==> src/rtl/stage_sequencer.sv <==
// Multi-stage instruction sequencer with per-instruction stage skip, flush, watchdog halt and retire count.
// Define STAGE_SEQ_PERF_CNT_EN to add per-stage active-cycle counters on stage_cycles_o.
module stage_sequencer #(
  parameter int unsigned            NUM_STAGES = 5,
  parameter logic [NUM_STAGES-1:0]  AUTO_MASK  = NUM_STAGES'(5'b10100),
  parameter int unsigned            TIMEOUT    = 1024,
  parameter int unsigned            CNT_W      = 64,
  localparam int unsigned           STAGE_W    = (NUM_STAGES > 1) ? $clog2(NUM_STAGES) : 1
) (
  input  logic                    clk,
  input  logic                    rst_n,
  input  logic                    start_en_i,
  input  logic                    flush_i,
  input  logic [NUM_STAGES-1:0]   skip_mask_i,
  input  logic [NUM_STAGES-1:0]   stage_finish_i,
  output logic [NUM_STAGES-1:0]   stage_valid_o,
  output logic [NUM_STAGES-1:0]   stage_active_o,
  output logic [STAGE_W-1:0]      cur_stage_o,
  output logic                    retire_o,
  output logic [CNT_W-1:0]        instret_o,
  output logic                    timeout_o,
  output logic                    halted_o
`ifdef STAGE_SEQ_PERF_CNT_EN
  ,
  output logic [NUM_STAGES*CNT_W-1:0] stage_cycles_o
`endif
);

  localparam int unsigned WD_W     = (TIMEOUT > 1) ? $clog2(TIMEOUT) : 1;
  localparam int unsigned WD_LIMIT = (TIMEOUT > 0) ? (TIMEOUT - 1) : 0;

  typedef enum logic [1:0] {
    ST_IDLE = 2'd0,
    ST_RUN  = 2'd1,
    ST_HALT = 2'd2
  } state_e;

  state_e                 state_q, state_d;
  logic [STAGE_W-1:0]     stage_q, stage_d;
  logic [WD_W-1:0]        wd_q, wd_d;
  logic [NUM_STAGES-1:0]  valid_q, valid_d;
  logic [NUM_STAGES-1:0]  active_q, active_d;
  logic                   retire_q, retire_d;
  logic [CNT_W-1:0]       instret_q, instret_d;
  logic                   timeout_q, timeout_d;
  logic                   halted_q, halted_d;

  logic                   done;
  logic                   expire;
  logic                   found;
  logic                   enter;
  logic [STAGE_W-1:0]     nxt_stage;

  // Done, watchdog expiry and the next unskipped stage for the current stage
  always_comb begin
    done      = |((AUTO_MASK | stage_finish_i) & active_q);
    expire    = (TIMEOUT != 0) && (wd_q == WD_W'(WD_LIMIT)) && !done;
    found     = 1'b0;
    nxt_stage = '0;
    for (int j = int'(NUM_STAGES) - 1; j > 0; j--) begin
      if ((j > int'(stage_q)) && !skip_mask_i[j]) begin
        found     = 1'b1;
        nxt_stage = STAGE_W'(j);
      end
    end
  end

  // Next-state and registered-output logic
  always_comb begin
    state_d   = state_q;
    stage_d   = stage_q;
    wd_d      = wd_q;
    retire_d  = 1'b0;
    instret_d = instret_q;
    timeout_d = timeout_q;
    enter     = 1'b0;

    case (state_q)
      ST_IDLE: begin
        if (start_en_i) begin
          state_d = ST_RUN;
          stage_d = '0;
          wd_d    = '0;
          enter   = 1'b1;
        end
      end
      ST_RUN: begin
        if (flush_i) begin
          stage_d = '0;
          wd_d    = '0;
          enter   = 1'b1;
        end else if (done) begin
          wd_d = '0;
          if (found) begin
            stage_d = nxt_stage;
            enter   = 1'b1;
          end else begin
            retire_d  = 1'b1;
            instret_d = instret_q + CNT_W'(1);
            stage_d   = '0;
            if (start_en_i) begin
              enter = 1'b1;
            end else begin
              state_d = ST_IDLE;
            end
          end
        end else if (expire) begin
          state_d   = ST_HALT;
          stage_d   = '0;
          wd_d      = '0;
          timeout_d = 1'b1;
        end else if (wd_q != '1) begin
          wd_d = wd_q + WD_W'(1);
        end
      end
      ST_HALT: begin
        state_d = ST_HALT;
      end
      default: begin
        state_d = ST_IDLE;
        stage_d = '0;
        wd_d    = '0;
      end
    endcase

    halted_d = (state_d == ST_HALT);
    valid_d  = '0;
    active_d = '0;
    for (int j = 0; j < int'(NUM_STAGES); j++) begin
      active_d[j] = (state_d == ST_RUN) && (stage_d == STAGE_W'(j));
      valid_d[j]  = enter && (stage_d == STAGE_W'(j));
    end
  end

  always_ff @(posedge clk or negedge rst_n) begin
    if (!rst_n) begin
      state_q   <= ST_IDLE;
      stage_q   <= '0;
      wd_q      <= '0;
      valid_q   <= '0;
      active_q  <= '0;
      retire_q  <= 1'b0;
      instret_q <= '0;
      timeout_q <= 1'b0;
      halted_q  <= 1'b0;
    end else begin
      state_q   <= state_d;
      stage_q   <= stage_d;
      wd_q      <= wd_d;
      valid_q   <= valid_d;
      active_q  <= active_d;
      retire_q  <= retire_d;
      instret_q <= instret_d;
      timeout_q <= timeout_d;
      halted_q  <= halted_d;
    end
  end

  assign stage_valid_o  = valid_q;
  assign stage_active_o = active_q;
  assign cur_stage_o    = stage_q;
  assign retire_o       = retire_q;
  assign instret_o      = instret_q;
  assign timeout_o      = timeout_q;
  assign halted_o       = halted_q;

`ifdef STAGE_SEQ_PERF_CNT_EN
  logic [CNT_W-1:0] cyc_q [NUM_STAGES];

  // Per-stage residency counters, free-running and wrapping
  always_ff @(posedge clk or negedge rst_n) begin
    if (!rst_n) begin
      for (int k = 0; k < int'(NUM_STAGES); k++) begin
        cyc_q[k] <= '0;
      end
    end else begin
      for (int k = 0; k < int'(NUM_STAGES); k++) begin
        if (active_q[k]) begin
          cyc_q[k] <= cyc_q[k] + CNT_W'(1);
        end
      end
    end
  end

  for (genvar k = 0; k < NUM_STAGES; k++) begin : g_perf
    assign stage_cycles_o[k*CNT_W +: CNT_W] = cyc_q[k];
  end
`endif

endmodule
==> config.mk <==
export PLATFORM = sky130hd
export DESIGN_NAME = stage_sequencer
export DESIGN_NICKNAME = d
export VERILOG_FILES = /design/src/rtl/stage_sequencer.sv
export SDC_FILE = /design/constraint.sdc
export NUM_CORES = 1
export LEC_CHECK = 0
export CAP_MARGIN = 10
export CORE_AREA = 4 4 105 97
export DETAILED_ROUTE_END_ITERATION = 8
export DIE_AREA = 0 0 109 101
export GPL_TIMING_DRIVEN = 0
export PLACE_DENSITY = 0.86
export SETUP_SLACK_MARGIN = 0.4
export SLEW_MARGIN = 20
export SYNTH_ARGS = -nofsm -noshare
export SYNTH_HDL_FRONTEND = slang
export SYNTH_SLANG_ARGS = --single-unit
==> constraint.sdc <==
create_clock -name clk -period 2.7 [get_ports clk]
set_input_delay 0.675 -clock clk [delete_from_list [all_inputs] [get_ports clk]]
set_output_delay 0.675 -clock clk [all_outputs]
set_load 0.1 [all_outputs]
# Word-level counts from Yosys, hierarchy flattened
# Cells that the tools add are included.
# W data, S select, Z words.
# totals
reg_bits,92
latch_bits,0
ram_bits,0
romBits,0
inputBits,14
out_inout_bits,80
elab_cells,94
n_memories,0
# classes
add_sub_neg,2
n_mul,0
n_div,0
order_cmp,4
n_eq_ne,12
shifts,0
muxes,36
bitwise_logic,5
reduce_logical,26
# op_table
op,count
$add A64 B1 Y64 const B,1
$mux W10,5
$pmux W10 S3,1
$mux W3,9
$logic_and A1 B1 Y1,15
$mux W1,12
$mux W2,6
$add A10 B1 Y10 const B,1
$eq A10 B10 Y1 const B,1
$ne A10 B10 Y1 const B,1
$pmux W3 S3,1
$reduce_and A4 Y1,2
$eq A3 B2 Y1 const B,2
$gt A2 B3 Y1 const A,2
$pmux W2 S3,1
$and A5 B5 Y5,1
$logic_not A1 Y1,5
$ne A5 B5 Y1 const B,1
$reduce_or A5 Y1,1
$eq A2 B1 Y1 const B,2
$eq A2 B2 Y1 const B,2
$not A1 Y1,4
$eq A3 B1 Y1 const B,1
$eq A3 B3 Y1 const B,1
7 further kinds,7

# Depth between registers and ports, before layout
# Gate-level depths: netlist of run 1.
# depth
ltp_word,12
ltp_mapped,8
depth_no_buf,7

# Least setup slack after synthesis of run 1
# OpenSTA, ideal clock, no wires.
# synth_timing
path_kind,register -> register
start,"register instret_q[30], in the netlist instret_o[30]"
end,"register instret_q[53], in the netlist instret_o[53]"
setup_time_ns,0.163
t_arrival_ns,2.376
required_ns,2.537
setup_slack_ns,0.161
path_stages_with_launch,7
n_path_buf,1
period_less_slack_ns,2.539
path_cell_list,dfrtp_1 -> nand4_1 -> nand4bb_1 -> buf_2 -> or4_1 -> nor2_1 -> xor2_1
# synth_between
elab_chain_len,1
# synth_lines
element,line_no,rtl
"start, declared",44,"logic [CNT_W-1:0] instret_q, instret_d;"
"start signal, assigned",153,instret_q <= instret_d;
$add A64 B1 Y64,99,instret_d = instret_q + CNT_W'(1);
# No other way between the ends.
# A chain may end at the register's enable or synchronous reset.

# Final worst setup path of run 1
# layout_timing
start,input skip_mask_i[4]
end,"register instret_q[36], in the netlist instret_o[36]"
# layout_between
elab_chain_len,8
# layout_lines
element,line_no,rtl
"start, declared",14,"input logic [NUM_STAGES-1:0] skip_mask_i,"
$logic_not A1 Y1,61,if ((j > int'(stage_q)) && !skip_mask_i[j]) begin
$logic_and A1 B1 Y1,61,
$mux W1 (4 in a row),61,
$not A1 Y1 (no line),--,
$reduce_and A4 Y1 (no line),--,
# No other way between the ends.

==> results of run 1 <==
==> layer usage <==
layer	track usage [%]	wire length [um]
met3	4.612	612
met4	7.573	212
met2	38.01	6203
met1	27.47	4825
met5	0	0
==> kinds of logic after synthesis <==
family                     count (synthesis)  synth area share, %
and+or+nand+nor                          196                25.12
buffers and inverters                     23                2.393
adders and majority gates                  2               0.5501
AOI/OAI and AO/OA                         54                8.528
DFF                                       92                50.62
muxes                                      2               0.4677
xor gates and xnor gates                  64                12.32
==> sequential cells by signal, indices dropped and copies added (netlist names) <==
| signal | cells |
|---|---|
| cur_stage_o | 3 |
| stage_valid_o | 5 |
| halted_o | 1 |
| state_q | 2 |
| instret_o | 64 |
| retire_o | 1 |
| wd_q | 10 |
| timeout_o | 1 |
| stage_active_o | 5 |
==> worst paths after layout <==
path | to | slack [ns] | cells after the start
max | instret_o[36] | 0.44 | 7
min | instret_o[10] | 0.33 | 1
max reg2reg | stage_active_o[4] | 0.46 | 7
min reg2reg | instret_o[14] | 0.48 | 1
max in group asynchronous | instret_o[49] | 1.69 | 2
min in group clk | instret_o[14] | 0.48 | 1
==> worst register-to-register path: cells and delay by family (launching register included) <==
family,cells,cell delay [ns]
simple gates,3,0.81
fa+ha+maj,1,0.27
flops,1,0.42
buf+inv,1,0.11
compound gates,2,0.54
==> per-stage QoR <==
step / hold WS (ns) / util [%] / instance area [sq um] / std cells / power [mW]
after floorplan: 0.3794 / - / 4599 / 433 / 1.414
after global placement: 0.4589 / 62.52 / 5653 / 645 / 1.461
after detailed placement: 0.4523 / 62.71 / 5670 / 646 / 1.466
after CTS: 0.3487 / 66.31 / 5996 / 669 / 2.408
after global routing: 0.3684 / 66.28 / 5993 / 670 / 2.475
final: 0.3291 / 66.28 / 5993 / 670 / 2.387
==> power breakdown <==
group / internal, mW / total, mW / switching (mW)
Combinational: 0.0189 / 0.0629 / 0.0440
Clock: 0.457 / 0.948 / 0.491
Sequential: 1.38 / 1.38 / 0
==> area by class of cell <==
cell class / count / area (sq um) / share of cell area (%)
Sequential cell: 92 / 2354 / 39.27
Multi-Input combinational cell: 318 / 2235 / 37.29
Timing Repair Buffer: 99 / 929.6 / 15.51
Tap cell: 122 / 152.6 / 2.547
Clock buffer: 11 / 141.4 / 2.359
Buffer: 11 / 76.32 / 1.273
Clock inverter: 5 / 60.06 / 1.002
Inverter: 12 / 45.04 / 0.7516
==> cells in the final DEF (no fill, tap or decap), drive strengths merged, types with 19 or more instances in the layout <==
| cell | synthesis | layout |
|---|---|---|
| nor2 | 26 | 26 |
| dfrtp | 92 | 92 |
| clkdlybuf4s15 | 0 | 48 |
| clkbuf | 1 | 38 |
| nor3 | 36 | 36 |
| o21ai | 23 | 23 |
| nand2 | 35 | 35 |
| buf | 10 | 19 |
| xnor2 | 29 | 29 |
| xor2 | 35 | 35 |
| nand3 | 28 | 28 |
| nand4 | 22 | 22 |
==> what timing repair did <==
item	in CTS	in global routing
gates resized for setup	198	53
buffers inserted	7	0
gates cloned	0	1
pin swaps	8	7
endpoints found under the setup margin	144	62
==> flow_summary.json, run 1 <==
{
  "status": "completed",
  "dpl_worst_slack_ns": -0.1432,
  "worstSetupPathType": "in -> reg",
  "io_pins": 94,
  "syn_avg_cell_area_sq_um": 10.50,
  "relSlewSlack_pct": 35.56,
  "grt_pass1_vias": 3885,
  "hpwlAfterDp_mm": 8.129,
  "hold_class": "in -> async",
  "finalSetupViolCount": 0,
  "setup_slack_ns": 0.4441,
  "chipHeight_um": 101,
  "syn_nets": 449,
  "drt-initial-drc-count": 361,
  "hold_viol": 0,
  "setup-tns-final_ns": 0,
  "ant_nets": 0,
  "cp.arrival_ns": 2.50,
  "grt_max_degree": 53,
  "drv_cap": 0,
  "finalClockSkew_ns": 0.01772,
  "critPathRequiredTime_ns": 2.95,
  "crit_buf_inv": 2,
  "postSynthCellCount": 433,
  "vias": 3870,
  "crit_chain": "clkdlybuf4s50_1 > nor2_1 > a211o_2 > nor4_4 > buf_4 > nand4_1 > xnor2_1",
  "seq_area_frac_synth_pct": 50.62,
  "fin_nets": 559,
  "yosysTopAreaCellShare_pct": 50.62,
  "synth_edf_count": 0,
  "wl_per_cell_um": 17.69,
  "finalCriticalPeriod_ns": 2.256,
  "clockBufferDepth": 2,
  "io_buffers": 90,
  "async_flop_share_pct": 100.0,
  "ys_ff_latch": 92,
  "yosys.cell_count.top_type": "dfrtp_1",
  "synth_flop_cell": "dfrtp_1",
  "drc": 0,
  "post-route-period-util_pct": 83.55,
  "grt_pass1_wl_mm": 19.14,
  "clk_latency_ns": 0.37,
  "path_clk_slew_ns": 0.10,
  "core_sq_mm": 0.009042,
  "cts-hold-fix-buffers": 0,
  "peakVddDrop_mv": 0.2320,
  "cp-end-kind": "flop",
  "cp-start-kind": "input port",
  "synthTopCellsByArea": "dfrtp_1 51%, xor2_1 6.7%, xnor2_1 5.6%",
  "drt-pass1-iter-count": 5,
  "netlist-cell-type-count": 55,
  "rr_startpoint": "wd_q[0]",
  "clock-root-buffer": "clkbuf_8",
  "numCtsBuffers": 9,
  "fp-row-count": 33,
  "cp_slowest_cell": "clkdlybuf4s50_1",
  "die_area_sq_mm": 0.01101,
  "p_leak_nw": 2.737,
  "clock_sinks": 92,
  "drt_wl_total_mm": 11.85,
  "syn_area_sq_mm": 0.004548,
  "antenna_found_initial": 0,
  "rsz0062_at_grt": "true",
  "fillers": 654,
  "power_density_mw_per_mm2": 398.3,
  "synth_top_area_cell": "dfrtp_1",
  "cpLargestDelayFamily": "buffers and inverters",
  "htreeDepth": 3,
  "critPathMaxStageDelay_ns": 0.56,
  "startpoint": "skip_mask_i[4]",
  "synthTopCellsByCount": "92 x dfrtp_1, 35 x nand2_1, 35 x xor2_1",
  "area_growth_pct": 31.77,
  "drive_gt1_share_pct": 33.03,
  "worst_pin_slew_ns": 0.9704,
  "viasPerCell": 5.776,
  "initial_utilization_pct": 50.30,
  "die_w_um": 109,
  "max_freq_ghz": 0.4433,
  "n_antenna_cell": 0,
  "overflow": 0,
  "routabilityCongestion": 0.9014,
  "slew_violations": 0,
  "worstPathMaxFanout": 6,
  "grt_usage_pct": 22.06,
  "cts_tree": "yes",
  "yosys_warnings": 0
}
No activity file was read; power rests on OpenSTA's default activity.
==> run 2: changes to the inputs <==
Clock period 2.7 ns to 2.25 ns, I/O delays scaled along.
==> flow_summary.json, run 2 (synthesis results as in run 1) <==
{
  "routabilityCongestion": 0.8617,
  "drive_gt1_share_pct": 60.57,
  "viasPerCell": 6.563,
  "design_area_sq_mm": 0.007426,
  "n_antenna_cell": 0,
  "core_sq_mm": 0.009042,
  "clk_latency_ns": 0.38,
  "grt_pass1_vias": 4538,
  "post-route-period-util_pct": 99.54,
  "fin_nets": 645,
  "worstPathMaxFanout": 5,
  "cp-start-kind": "flop",
  "cp-end-kind": "flop",
  "power_density_mw_per_mm2": 379.2,
  "cts-hold-fix-buffers": 0,
  "io_buffers": 90,
  "wl_per_cell_um": 26.13,
  "finalClockSkew_ns": 0.01679,
  "fp-row-count": 33,
  "grt_pass1_wl_mm": 24.81,
  "clock_sinks": 92,
  "drt-initial-drc-count": 686,
  "drt-pass1-iter-count": 5,
  "area_growth_pct": 63.27,
  "io_pins": 94,
  "ant_nets": 0,
  "dpl_worst_slack_ns": -0.5525,
  "worst_pin_slew_ns": 0.6742,
  "overflow": 0,
  "finalCriticalPeriod_ns": 2.240,
  "critPathRequiredTime_ns": 2.53,
  "drt_wl_total_mm": 19.76,
  "layout_commonest_cell": "buf_4",
  "hpwlAfterDp_mm": 8.322,
  "antenna_found_initial": 0,
  "cp.arrival_ns": 2.52,
  "p_leak_nw": 3.732,
  "drv_cap": 0,
  "relSlewSlack_pct": 54.71,
  "die_w_um": 109,
  "hold_class": "in -> async",
  "slew_violations": 0,
  "clock-root-buffer": "clkbuf_8",
  "drc": 0,
  "dpl-instance-area_sq_mm": 0.005928,
  "hold_viol": 0,
  "cts_tree": "yes",
  "setup_slack_ns": 0.01029,
  "final_util_pct": 82.12,
  "finalPower_mw": 2.816,
  "path_clk_slew_ns": 0.10,
  "rsz0062_at_grt": "true",
  "die_area_sq_mm": 0.01101,
  "clockBufferDepth": 2,
  "largest_register_ffs": 64,
  "vias": 4962,
  "htreeDepth": 3,
  "worstSetupPathType": "reg -> reg",
  "peakVddDrop_mv": 0.3459,
  "grt_max_degree": 53,
  "final_cell_mix": "73 x buf_4, 64 x buf_2, 49 x dfrtp_4",
  "status": "completed",
  "finalSetupViolCount": 0,
  "max_freq_ghz": 0.4465,
  "grt_usage_pct": 29.38,
  "chipHeight_um": 101,
  "initial_utilization_pct": 50.30,
  "numCtsBuffers": 9
}
## run 2: metal layers
layer  wire length, um  GRT usage, %
met5                 0             0
met4              1397         13.50
met3              1876         5.958
met2              9438         49.39
met1              7045         36.40
## run 2: timing repair
action | in CTS | in global routing
gates cloned | 4 | 0
pin swaps | 65 | 51
resized for setup | 501 | 92
endpoints found under the setup margin | 169 | 101
setup buffers | 52 | 38
## run 2: layout make-up
type	count	area [sq um]
buffer	11	115.1
multi-input combinational	319	2979
inverter	12	45.04
fill	429	1617
clock inverter	5	43.79
tap	122	152.6
sequential	92	2509
clock buffer	11	131.4
timing repair buffer	184	1450
## run 2: final timing paths
kind | start | end | slack [ns] | cells after the start
max | state_q[0] | instret_o[61] | 0.01 | 6
min | rst_n | timeout_o | 0.18 | 1
max reg2reg | state_q[0] | instret_o[61] | 0.01 | 6
min reg2reg | instret_o[63] | instret_o[63] | 0.48 | 1
max in group asynchronous | rst_n | cur_stage_o[0] | 1.39 | 2
min in group clk | instret_o[63] | instret_o[63] | 0.48 | 1
## run 2: worst max-delay path: stages, from the launching register on
cell and delay (ns):
dfrtp_1 0.39, or3b_4 0.45, a211oi_4 0.34, nand4_4 0.18, buf_12 0.18, nor4_4 0.33, xor2_1 0.28
## run 2: power breakdown
part / internal (mW) / switching [mW] / total (mW) / leakage, nW
clock network: 0.420 / 0.665 / 1.09 / 0.0889
logic: 0.0228 / 0.0573 / 0.0801 / 2.52
registers: 1.65 / 0 / 1.65 / 1.12
total: 2.09 / 0.722 / 2.82 / 3.73
## run 2: stage by stage
step,hold slack (ns),setup TNS [ns],std cells
after floorplan,0.2669,0,433
after global placement,0.4585,-304.55,645
after detailed placement,0.4565,-28.95,646
after CTS,0.1912,0,718
after global routing,0.2099,0,756
final,0.1772,0,756
